<file path="config.mk">
export PLATFORM = sky130hd
export DESIGN_NAME = i2c_slave_target
export DESIGN_NICKNAME = d
export VERILOG_FILES = /design/src/rtl/i2c_pkg.sv /design/src/rtl/i2c_reg_file.sv /design/src/rtl/i2c_slave_target.sv
export SDC_FILE = /design/constraint.sdc
export NUM_CORES = 1
export LEC_CHECK = 0
export ABC_AREA = 1
export BUFFER_PORTS_ARGS = -buffer_cell sky130_fd_sc_hd__clkbuf_2
export CORE_UTILIZATION = 35
export DETAILED_ROUTE_END_ITERATION = 8
export PLACE_DENSITY = 0.53
export SYNTH_ARGS = -nofsm -noshare
export SYNTH_HDL_FRONTEND = slang
export SYNTH_HIERARCHICAL = 1
export SYNTH_SLANG_ARGS = --single-unit
export TNS_END_PERCENT = 50
</file>
<file path="constraint.sdc">
create_clock -name clk -period 3.9 [get_ports clk]
set_input_delay 0.78 -clock clk [delete_from_list [all_inputs] [get_ports clk]]
set_output_delay 0.78 -clock clk [all_outputs]
set_load 0.02 [all_outputs]
</file>
<file path="src/rtl/i2c_pkg.sv">
// Shared I2C definitions: target and master FSM encodings, bus constants
// and small helpers used by the I2C blocks.
`timescale 1ns/1ps
package i2c_pkg;

    // Target FSM encodings (visible on the target's state port)
    typedef enum logic [3:0] {
        ST_IDLE      = 4'd0,
        ST_ADDR      = 4'd1,
        ST_ADDR_ACK  = 4'd2,
        ST_PTR       = 4'd3,
        ST_PTR_ACK   = 4'd4,
        ST_WDATA     = 4'd5,
        ST_WDATA_ACK = 4'd6,
        ST_RDATA     = 4'd7,
        ST_RDATA_ACK = 4'd8,
        ST_WAIT_STOP = 4'd9
    } slave_state_t;

    // Master FSM encodings, kept here so both sides share one definition
    typedef enum logic [3:0] {
        MS_IDLE      = 4'd0,
        MS_START     = 4'd1,
        MS_ADDR      = 4'd2,
        MS_ADDR_ACK  = 4'd3,
        MS_WDATA     = 4'd4,
        MS_WDATA_ACK = 4'd5,
        MS_RDATA     = 4'd6,
        MS_RDATA_ACK = 4'd7,
        MS_STOP      = 4'd8
    } master_state_t;

    // Level of SDA during the 9th clock
    localparam logic ACK  = 1'b0;
    localparam logic NACK = 1'b1;

    // R/W bit value in the address byte that selects a read
    localparam logic RW_READ = 1'b1;

    // Append one sampled bit to the seven already collected, MSB first
    function automatic logic [7:0] next_byte(input logic [6:0] shift, input logic bit_in);
        return {shift, bit_in};
    endfunction

endpackage

</file>
<file path="src/rtl/i2c_reg_file.sv">
// Register storage for the I2C target: NREG x 8 bits, one write port,
// one combinational read port, cleared on reset.
`timescale 1ns/1ps
module i2c_reg_file
    import i2c_pkg::*;
#(
    parameter int NREG = 4,
    parameter int AW   = $clog2(NREG)
) (
    input  logic          clk,
    input  logic          nrst,
    input  logic          we,
    input  logic [AW-1:0] waddr,
    input  logic [7:0]    wdata,
    input  logic [AW-1:0] raddr,
    output logic [7:0]    rdata
);

    logic [7:0] mem_reg [NREG];

    // Write port; every location clears on reset
    always_ff @(posedge clk or negedge nrst) begin
        if (!nrst) begin
            for (int i = 0; i < NREG; i++) mem_reg[i] <= '0;
        end else if (we) begin
            mem_reg[waddr] <= wdata;
        end
    end

    assign rdata = mem_reg[raddr];

endmodule

</file>
<file path="src/rtl/i2c_slave_target.sv">
// I2C register target: answers at DEV_ADDR, first written byte sets the
// register pointer, further written bytes store at the auto-incrementing
// pointer, reads stream registers out from the pointer.
`timescale 1ns/1ps
module i2c_slave_target
    import i2c_pkg::*;
#(
    parameter logic [6:0] DEV_ADDR = 7'h50,
    parameter int         NREG     = 4
) (
    input  logic       clk,
    input  logic       nrst,
    input  logic       scl_in,
    input  logic       sda_in,
    output logic       sda_oe,
    output logic       wr_strobe,
    output logic [7:0] wr_addr,
    output logic [7:0] wr_data,
    output logic       busy,
    output logic [3:0] state
);

    localparam int AW = $clog2(NREG);

    logic scl_meta_reg, scl_sync_reg, scl_hist_reg;
    logic sda_meta_reg, sda_sync_reg, sda_hist_reg;

    slave_state_t  state_reg;
    logic [2:0]    bit_cnt_reg;
    logic [6:0]    shift_reg;
    logic [AW-1:0] ptr_reg;
    logic          rw_reg;
    logic          ack_drv_reg;

    logic       scl_rise, scl_fall, start_det, stop_det;
    logic       byte_state, byte_done, wr_en;
    logic [7:0] byte_in, rd_data;

    // Two-flop synchronizers plus one history flop per bus line; idle bus is high
    always_ff @(posedge clk or negedge nrst) begin
        if (!nrst) begin
            scl_meta_reg <= 1'b1;
            scl_sync_reg <= 1'b1;
            scl_hist_reg <= 1'b1;
            sda_meta_reg <= 1'b1;
            sda_sync_reg <= 1'b1;
            sda_hist_reg <= 1'b1;
        end else begin
            scl_meta_reg <= scl_in;
            scl_sync_reg <= scl_meta_reg;
            scl_hist_reg <= scl_sync_reg;
            sda_meta_reg <= sda_in;
            sda_sync_reg <= sda_meta_reg;
            sda_hist_reg <= sda_sync_reg;
        end
    end

    assign scl_rise  = scl_sync_reg & ~scl_hist_reg;
    assign scl_fall  = ~scl_sync_reg & scl_hist_reg;
    assign start_det = scl_sync_reg & sda_hist_reg & ~sda_sync_reg;
    assign stop_det  = scl_sync_reg & ~sda_hist_reg & sda_sync_reg;

    assign byte_state = (state_reg == ST_ADDR) || (state_reg == ST_PTR) ||
                        (state_reg == ST_WDATA) || (state_reg == ST_RDATA);
    assign byte_in    = next_byte(shift_reg, sda_sync_reg);
    assign byte_done  = scl_rise && (bit_cnt_reg == 3'd7);
    // A bus condition in the same cycle wins, so a cut-short byte never stores
    assign wr_en      = (state_reg == ST_WDATA) && byte_done && !start_det && !stop_det;

    i2c_reg_file #(.NREG(NREG), .AW(AW)) u_regs (
        .clk   (clk),
        .nrst  (nrst),
        .we    (wr_en),
        .waddr (ptr_reg),
        .wdata (byte_in),
        .raddr (ptr_reg),
        .rdata (rd_data)
    );

    // Protocol FSM: START/STOP override everything, otherwise step on synced SCL edges
    always_ff @(posedge clk or negedge nrst) begin
        if (!nrst) begin
            state_reg   <= ST_IDLE;
            bit_cnt_reg <= '0;
            shift_reg   <= '0;
            ptr_reg     <= '0;
            rw_reg      <= 1'b0;
            ack_drv_reg <= 1'b0;
            sda_oe      <= 1'b0;
            wr_strobe   <= 1'b0;
            wr_addr     <= '0;
            wr_data     <= '0;
        end else begin
            wr_strobe <= 1'b0;
            if (start_det) begin
                state_reg   <= ST_ADDR;
                bit_cnt_reg <= '0;
                ack_drv_reg <= 1'b0;
                sda_oe      <= 1'b0;
            end else if (stop_det) begin
                state_reg   <= ST_IDLE;
                bit_cnt_reg <= '0;
                ack_drv_reg <= 1'b0;
                sda_oe      <= 1'b0;
            end else begin
                // The 3-bit counter wraps back to 0 on the 8th rise
                if (scl_rise && byte_state) begin
                    shift_reg   <= byte_in[6:0];
                    bit_cnt_reg <= bit_cnt_reg + 3'd1;
                end
                case (state_reg)
                    ST_ADDR: begin
                        if (byte_done) begin
                            rw_reg    <= byte_in[0];
                            state_reg <= (byte_in[7:1] == DEV_ADDR) ? ST_ADDR_ACK : ST_WAIT_STOP;
                        end
                    end
                    ST_ADDR_ACK, ST_PTR_ACK, ST_WDATA_ACK: begin
                        // First fall starts the ACK pulse, second fall ends it
                        if (scl_fall) begin
                            if (!ack_drv_reg) begin
                                sda_oe      <= 1'b1;
                                ack_drv_reg <= 1'b1;
                            end else begin
                                ack_drv_reg <= 1'b0;
                                bit_cnt_reg <= '0;
                                sda_oe      <= 1'b0;
                                if (state_reg != ST_ADDR_ACK) begin
                                    state_reg <= ST_WDATA;
                                end else if (rw_reg == RW_READ) begin
                                    state_reg <= ST_RDATA;
                                    sda_oe    <= ~rd_data[7];
                                end else begin
                                    state_reg <= ST_PTR;
                                end
                            end
                        end
                    end
                    ST_PTR: begin
                        if (byte_done) begin
                            ptr_reg   <= byte_in[AW-1:0];
                            state_reg <= ST_PTR_ACK;
                        end
                    end
                    ST_WDATA: begin
                        if (byte_done) begin
                            wr_strobe <= 1'b1;
                            wr_addr   <= 8'(ptr_reg);
                            wr_data   <= byte_in;
                            ptr_reg   <= ptr_reg + 1'b1;
                            state_reg <= ST_WDATA_ACK;
                        end
                    end
                    ST_RDATA: begin
                        // After k rises the counter holds k, so bit 7-k goes out next
                        if (byte_done) begin
                            state_reg <= ST_RDATA_ACK;
                        end else if (scl_fall) begin
                            sda_oe <= ~rd_data[3'd7 - bit_cnt_reg];
                        end
                    end
                    ST_RDATA_ACK: begin
                        if (scl_fall) begin
                            sda_oe <= 1'b0;
                        end else if (scl_rise) begin
                            if (sda_sync_reg == NACK) begin
                                state_reg <= ST_WAIT_STOP;
                            end else begin
                                ptr_reg     <= ptr_reg + 1'b1;
                                bit_cnt_reg <= '0;
                                state_reg   <= ST_RDATA;
                            end
                        end
                    end
                    default: begin
                        sda_oe <= 1'b0;
                    end
                endcase
            end
        end
    end

    assign state = state_reg;
    assign busy  = (state_reg != ST_IDLE);

endmodule

</file>
# Word level (Yosys, flattened, before mapping)
# Cells that the tools add are included.
# W data, S select, Z words.
dict set report word_totals {
  output_inout_bits 23
  wordCells 151
  input_bits 4
  ff_bits 68
}
dict set report classes {
  reduce_logical 25
  magnitude_cmp 3
  mux 57
  n_eq_ne 28
  n_bitwise 15
  addsub 3
}
# cell count
set op_table {}
lappend op_table {{$mux W4} 12}
lappend op_table {{$ne A4 B4 Y1 const B} 11}
lappend op_table {{$bwmux W32} 1}
lappend op_table {{$mux W3} 10}
lappend op_table {{$mux W8} 3}
lappend op_table {{$pmux W4 S6} 1}
lappend op_table {{$mux W1} 19}
lappend op_table {{$bmux W8 S2} 1}
lappend op_table {{$demux W8 S2} 1}
lappend op_table {{$eq A4 B3 Y1 const B} 4}
lappend op_table {{$mux W2} 5}
lappend op_table {{$ne A2 B2 Y1 const B} 5}
lappend op_table {{$reduce_and A9 Y1} 1}
lappend op_table {{$reduce_bool A3 Y1} 3}
lappend op_table {{$eq A4 B2 Y1 const B} 2}
lappend op_table {{$not A1 Y1} 8}
lappend op_table {{$reduce_and A4 Y1} 2}
lappend op_table {{$reduce_and A8 Y1} 1}
lappend op_table {{$reduce_bool A8 Y1} 1}
lappend op_table {{$eq A7 B7 Y1 const B} 1}
lappend op_table {{$and A1 B1 Y1} 6}
lappend op_table {{$logic_and A1 B1 Y1} 6}
lappend op_table {{$pmux W2 S3} 1}
lappend op_table {{$pmux W3 S2} 1}
lappend op_table {{other kinds (21)} 25}

# Longest topological paths before layout
dict set report logic_depth {
  depth_word 12
  mapped_depth 13
}

# By module
# The synthesis kept the hierarchy.
# mod seq_area_each_um2 instances area_per_inst_um2 cells_each
set modules_own_cells {}
lappend modules_own_cells {i2c_slave_target 908.4 1 1958.1 253}
lappend modules_own_cells {i2c_reg_file 800.8 1 1785.5 235}

# Least setup slack after synthesis
# No wires, ideal clock.
dict set report synth_timing {
  path_type {flip-flop to flip-flop}
  from {register state_reg[2] (netlist: state[2])}
  to {register u_regs/mem_reg[5] (netlist bit)}
  n_path_buf 3
  arrival_ps 1803
  setup_slack_ps 1980
  period_less_slack_ps 1920
  stages_incl_launch_ff 13
  cell_sequence {dfrtp_1 inv_1 nor2_1 nand2_2 nor2_1 nand2_1 buf_2 inv_1 buf_6 nand3_4 buf_6 nand2_1 o21ai_2}
}
dict set report synth_via {
  elab_chain_len 4
}
# element line
set synth_rtl {}
lappend synth_rtl {{from (decl)} i2c_slave_target.sv:28} ;# slave_state_t state_reg;
lappend synth_rtl {{from (signal assigned)} i2c_slave_target.sv:115} ;# state_reg <= (byte_in[7:1] == DEV_ADDR) ? ST_ADDR_ACK : ST_WAIT_STOP;
lappend synth_rtl {{$eq A4 B3 Y1} i2c_slave_target.sv:68} ;# assign wr_en = (state_reg == ST_WDATA) && byte_done && !start_det && !stop_det;
lappend synth_rtl {{$logic_and A1 B1 Y1 (3 in series)} i2c_slave_target.sv:68}
lappend synth_rtl {{named net wr_en} i2c_slave_target.sv:36} ;# logic byte_state, byte_done, wr_en;
lappend synth_rtl {{to (signal, indexed assignment)} i2c_reg_file.sv:26} ;# mem_reg[waddr] <= wdata;
lappend synth_rtl {{to (decl)} i2c_reg_file.sv:19} ;# logic [7:0] mem_reg [NREG];
# The timed path passes the listed nets, and every way through them passes these cells.
# A chain may end at the register's enable or synchronous reset.

# Worst setup path after layout
dict set report layout_timing {
  from {register bit_cnt_reg[0]}
  to {register u_regs/mem_reg[4] (netlist bit)}
}
dict set report layout_via {
  elab_chain_len 5
}
# element line
set layout_rtl {}
lappend layout_rtl {{from (decl)} i2c_slave_target.sv:29} ;# logic [2:0] bit_cnt_reg;
lappend layout_rtl {{from (signal assigned)} i2c_slave_target.sv:109} ;# bit_cnt_reg <= bit_cnt_reg + 3'd1;
lappend layout_rtl {{$eq A3 B3 Y1} i2c_slave_target.sv:66} ;# assign byte_done = scl_rise && (bit_cnt_reg == 3'd7);
lappend layout_rtl {{$logic_and A1 B1 Y1} i2c_slave_target.sv:66}
lappend layout_rtl {{$logic_and A1 B1 Y1 (3 in series)} i2c_slave_target.sv:68}
lappend layout_rtl {{named net wr_en} i2c_slave_target.sv:36}
# The timed path passes the listed nets, and every way through them passes these cells.

==> metrics.txt <==
Die Wd ~110 um; post-synthesis sequential area ratio 45.7%; RSZ-0062 raised after global routing no; Vias a little over 3,000; most frequent CP cell nand2_1; normalized max-slew margin 28.6%; post-DR wirelength/cell ~13 um; final setup margin 1.08 ns; worst slack, placed approximately 1.1 ns; Worst Path Arrival between 3 and 4 ns; CP Data Required Time 4.13 ns; Root Buffer clkbuf_8; max reg flops 32; Final ANT Viol Nets 0; Max VDD drop approximately 0.4 mV; CTS max path bufs 2; period utilisation layout roughly 72%; hpwl dp 6.21 mm; Post-CTS Setup Repair Bufs 0; cts repair resizes 0; Final Util 39.6%; commonest non-fill, non-tap cell in the layout nand2_1; first drt pass iteration count 4; cts hold-fix bufs 0; Ant. Diodes 0; number of I/O port buffers 20; vias per cell 4.75; full die area between 10,000 and 15,000 um2; vias in the first global route ~3,100; Layout Skew ~0.0097 ns; Worst-path clk slew 0.07 ns; largest net degree at the start of global routing 45; most frequent cells in the layout nand2_1 (161), inv_1 (74), dfrtp_1 (62); # setup viols final 0; drt initial violations around 200; CTS tree done; kind of launch point of the worst setup path flip-flop; chip height 105 um; clk sink count between 60 and 70; largest fanout on the critical path 28; core area roughly 10,000 um2; layout cells sized above 1 16.4%; clk_lat worst skew 0.35 ns; Leak Pwr 2.16 nW; first-pass GRT wire length about 15 mm; Critical-path top delay cell inv_1; outcome finished clean; Hold WC Path Type flip-flop to flip-flop; # fillers 1,099; f_max 355 MHz; total gr overflow 0; Ports 27; nets ~510; Overall Global Routing Usage 17.6%; P per Cell Area 625 nW/um2; H-tree level count 3; Sum Neg Setup Slack 0 ns; Final Hold Viols 0; row count 37; Area Overhead vs Synth 9.79%; CTS Buf Count 9; maxcap violations 0; syn_area_per_cell around 7.7 um2; Slew Limit Fails 0; delay-heaviest family, CP buffers and inverters; WL final 8.67 mm; CP endpoint kind flip-flop; DRC errors left 0; GPL Wtd Cong 0.898; worst setup path class flip-flop to flip-flop; post-layout minimum cycle time 2.82 ns; Yosys warnings 6; Critical path buffers and inverters 2; synthesized cell area around 3700 um2; Post-Syn Instances 488; Worst Max-Slew Pin Slew between 1 and 1.5 ns; critical path's largest stage delay 0.77 ns; Starting Density 36.1%; initial antenna violation count 0; crit-path cells ha_1 -> ha_1 -> nand2_1 -> nor2_1 -> nand2_1 -> buf_4 -> inv_1 -> nand3_4 -> nand2_1 -> o21ai_2; #FFs+latches synth 68; Yosys cell types 31
[final timing paths]
path                                start                 end  slack (ns)  cells after the start
max in group asynchronous            nrst        sda_meta_reg        2.50                      2
hold / removal               sda_meta_reg        sda_sync_reg        0.35                      0
hold reg to reg              sda_meta_reg        sda_sync_reg        0.35                      0
setup / recovery           bit_cnt_reg[0]   u_regs/mem_reg[4]        1.08                     10
min in group asynchronous            nrst  u_regs/mem_reg[29]        0.41                      1
setup reg to reg           bit_cnt_reg[0]   u_regs/mem_reg[4]        1.08                     10
[through the flow]
| stage | total power, mW | area [um2] | std cells | hold slack, ns |
|---|---|---|---|---|
| global placement | 2.02 | 3910 | 633 | 0.349 |
| CTS | 2.59 | 4110 | 649 | 0.351 |
| global route | 2.79 | 4110 | 649 | 0.356 |
| floorplan | 1.75 | 3760 | 493 | 0.345 |
| detailed placement | 2.02 | 3910 | 633 | 0.347 |
| finish | 2.57 | 4110 | 649 | 0.347 |
[metal layers]
| metal | up-vias | wire, um | GRT usage, % | share of wire [%] |
|---|---|---|---|---|
| met5 | - | 0 | 0 | 0 |
| met4 | 0 | 175 | 8.95 | 2.0 |
| met3 | 14 | 397 | 3.22 | 4.6 |
| met2 | 70 | 3920 | 27.1 | 45 |
| met1 | 1441 | 4170 | 23.8 | 48 |
| li1 | 1558 | - | - | - |
[layout make-up]
cell class | instances | area [um2] | area share [%]
clock buffer | 13 | 179 | 4.35
clock inverter | 3 | 18.8 | 0.457
inverter | 81 | 304 | 7.40
multi-input combinational | 324 | 1600 | 38.9
sequential | 68 | 1710 | 41.6
tap | 136 | 170 | 4.14
timing repair buffer | 24 | 130 | 3.17
[synthesized netlist by cell type]
cell | count | area [um2]
nor3_1 | 4 | 20.0
nor2_4 | 4 | 45.0
nand2_4 | 4 | 45.0
nor3_4 | 1 | 16.3
dfstp_2 | 6 | 158
nor2_8 | 1 | 20.0
o211ai_1 | 1 | 7.51
conb_1 | 1 | 3.75
buf_2 | 6 | 30.0
o21ai_2 | 8 | 70.1
nand3_4 | 3 | 52.6
inv_2 | 7 | 26.3
buf_6 | 4 | 45.0
nand2_1 | 161 | 604
inv_1 | 74 | 278
ha_1 | 2 | 25.0
nand3_1 | 38 | 190
nand3_2 | 2 | 20.0
nor3b_1 | 1 | 7.51
nand4_1 | 17 | 106
nand2_2 | 5 | 31.3
o21ai_0 | 14 | 70.1
nor2_2 | 3 | 18.8
dfrtp_1 | 62 | 1550
a31oi_1 | 1 | 6.26
buf_4 | 10 | 75.1
o21ai_1 | 14 | 70.1
a21oi_1 | 9 | 45.0
mux2i_1 | 1 | 10.0
xor2_1 | 1 | 8.76
nor2_1 | 23 | 86.3
[logic make-up after synthesis]
kind of cell,synth area share [%]
multiplexers,0.267
AO/OA/AOI/OAI,7.19
adder cells (fa/ha/maj),0.668
flip-flops,45.7
AND/OR/NAND/NOR,33.8
buffers and inverters,12.1
other,0.100
XOR/XNOR,0.234
[power breakdown]
group	internal [mW]	switching, mW	leakage [nW]	total (mW)
registers	0.778	0.189	0.917	0.967
logic	0.323	0.712	1.13	1.04
clock network	0.299	0.267	0.105	0.567
total	1.40	1.17	2.16	2.57
[worst register-to-register path, cell delays in order (launching register included)]
cell	delay [ns]
dfrtp_1	0.42
ha_1	0.18
ha_1	0.15
nand2_1	0.14
nor2_1	0.13
nand2_1	0.06
buf_4	0.20
inv_1	0.77
nand3_4	0.41
nand2_1	0.19
o21ai_2	0.06
No activity file was read; power rests on OpenSTA's default activity.
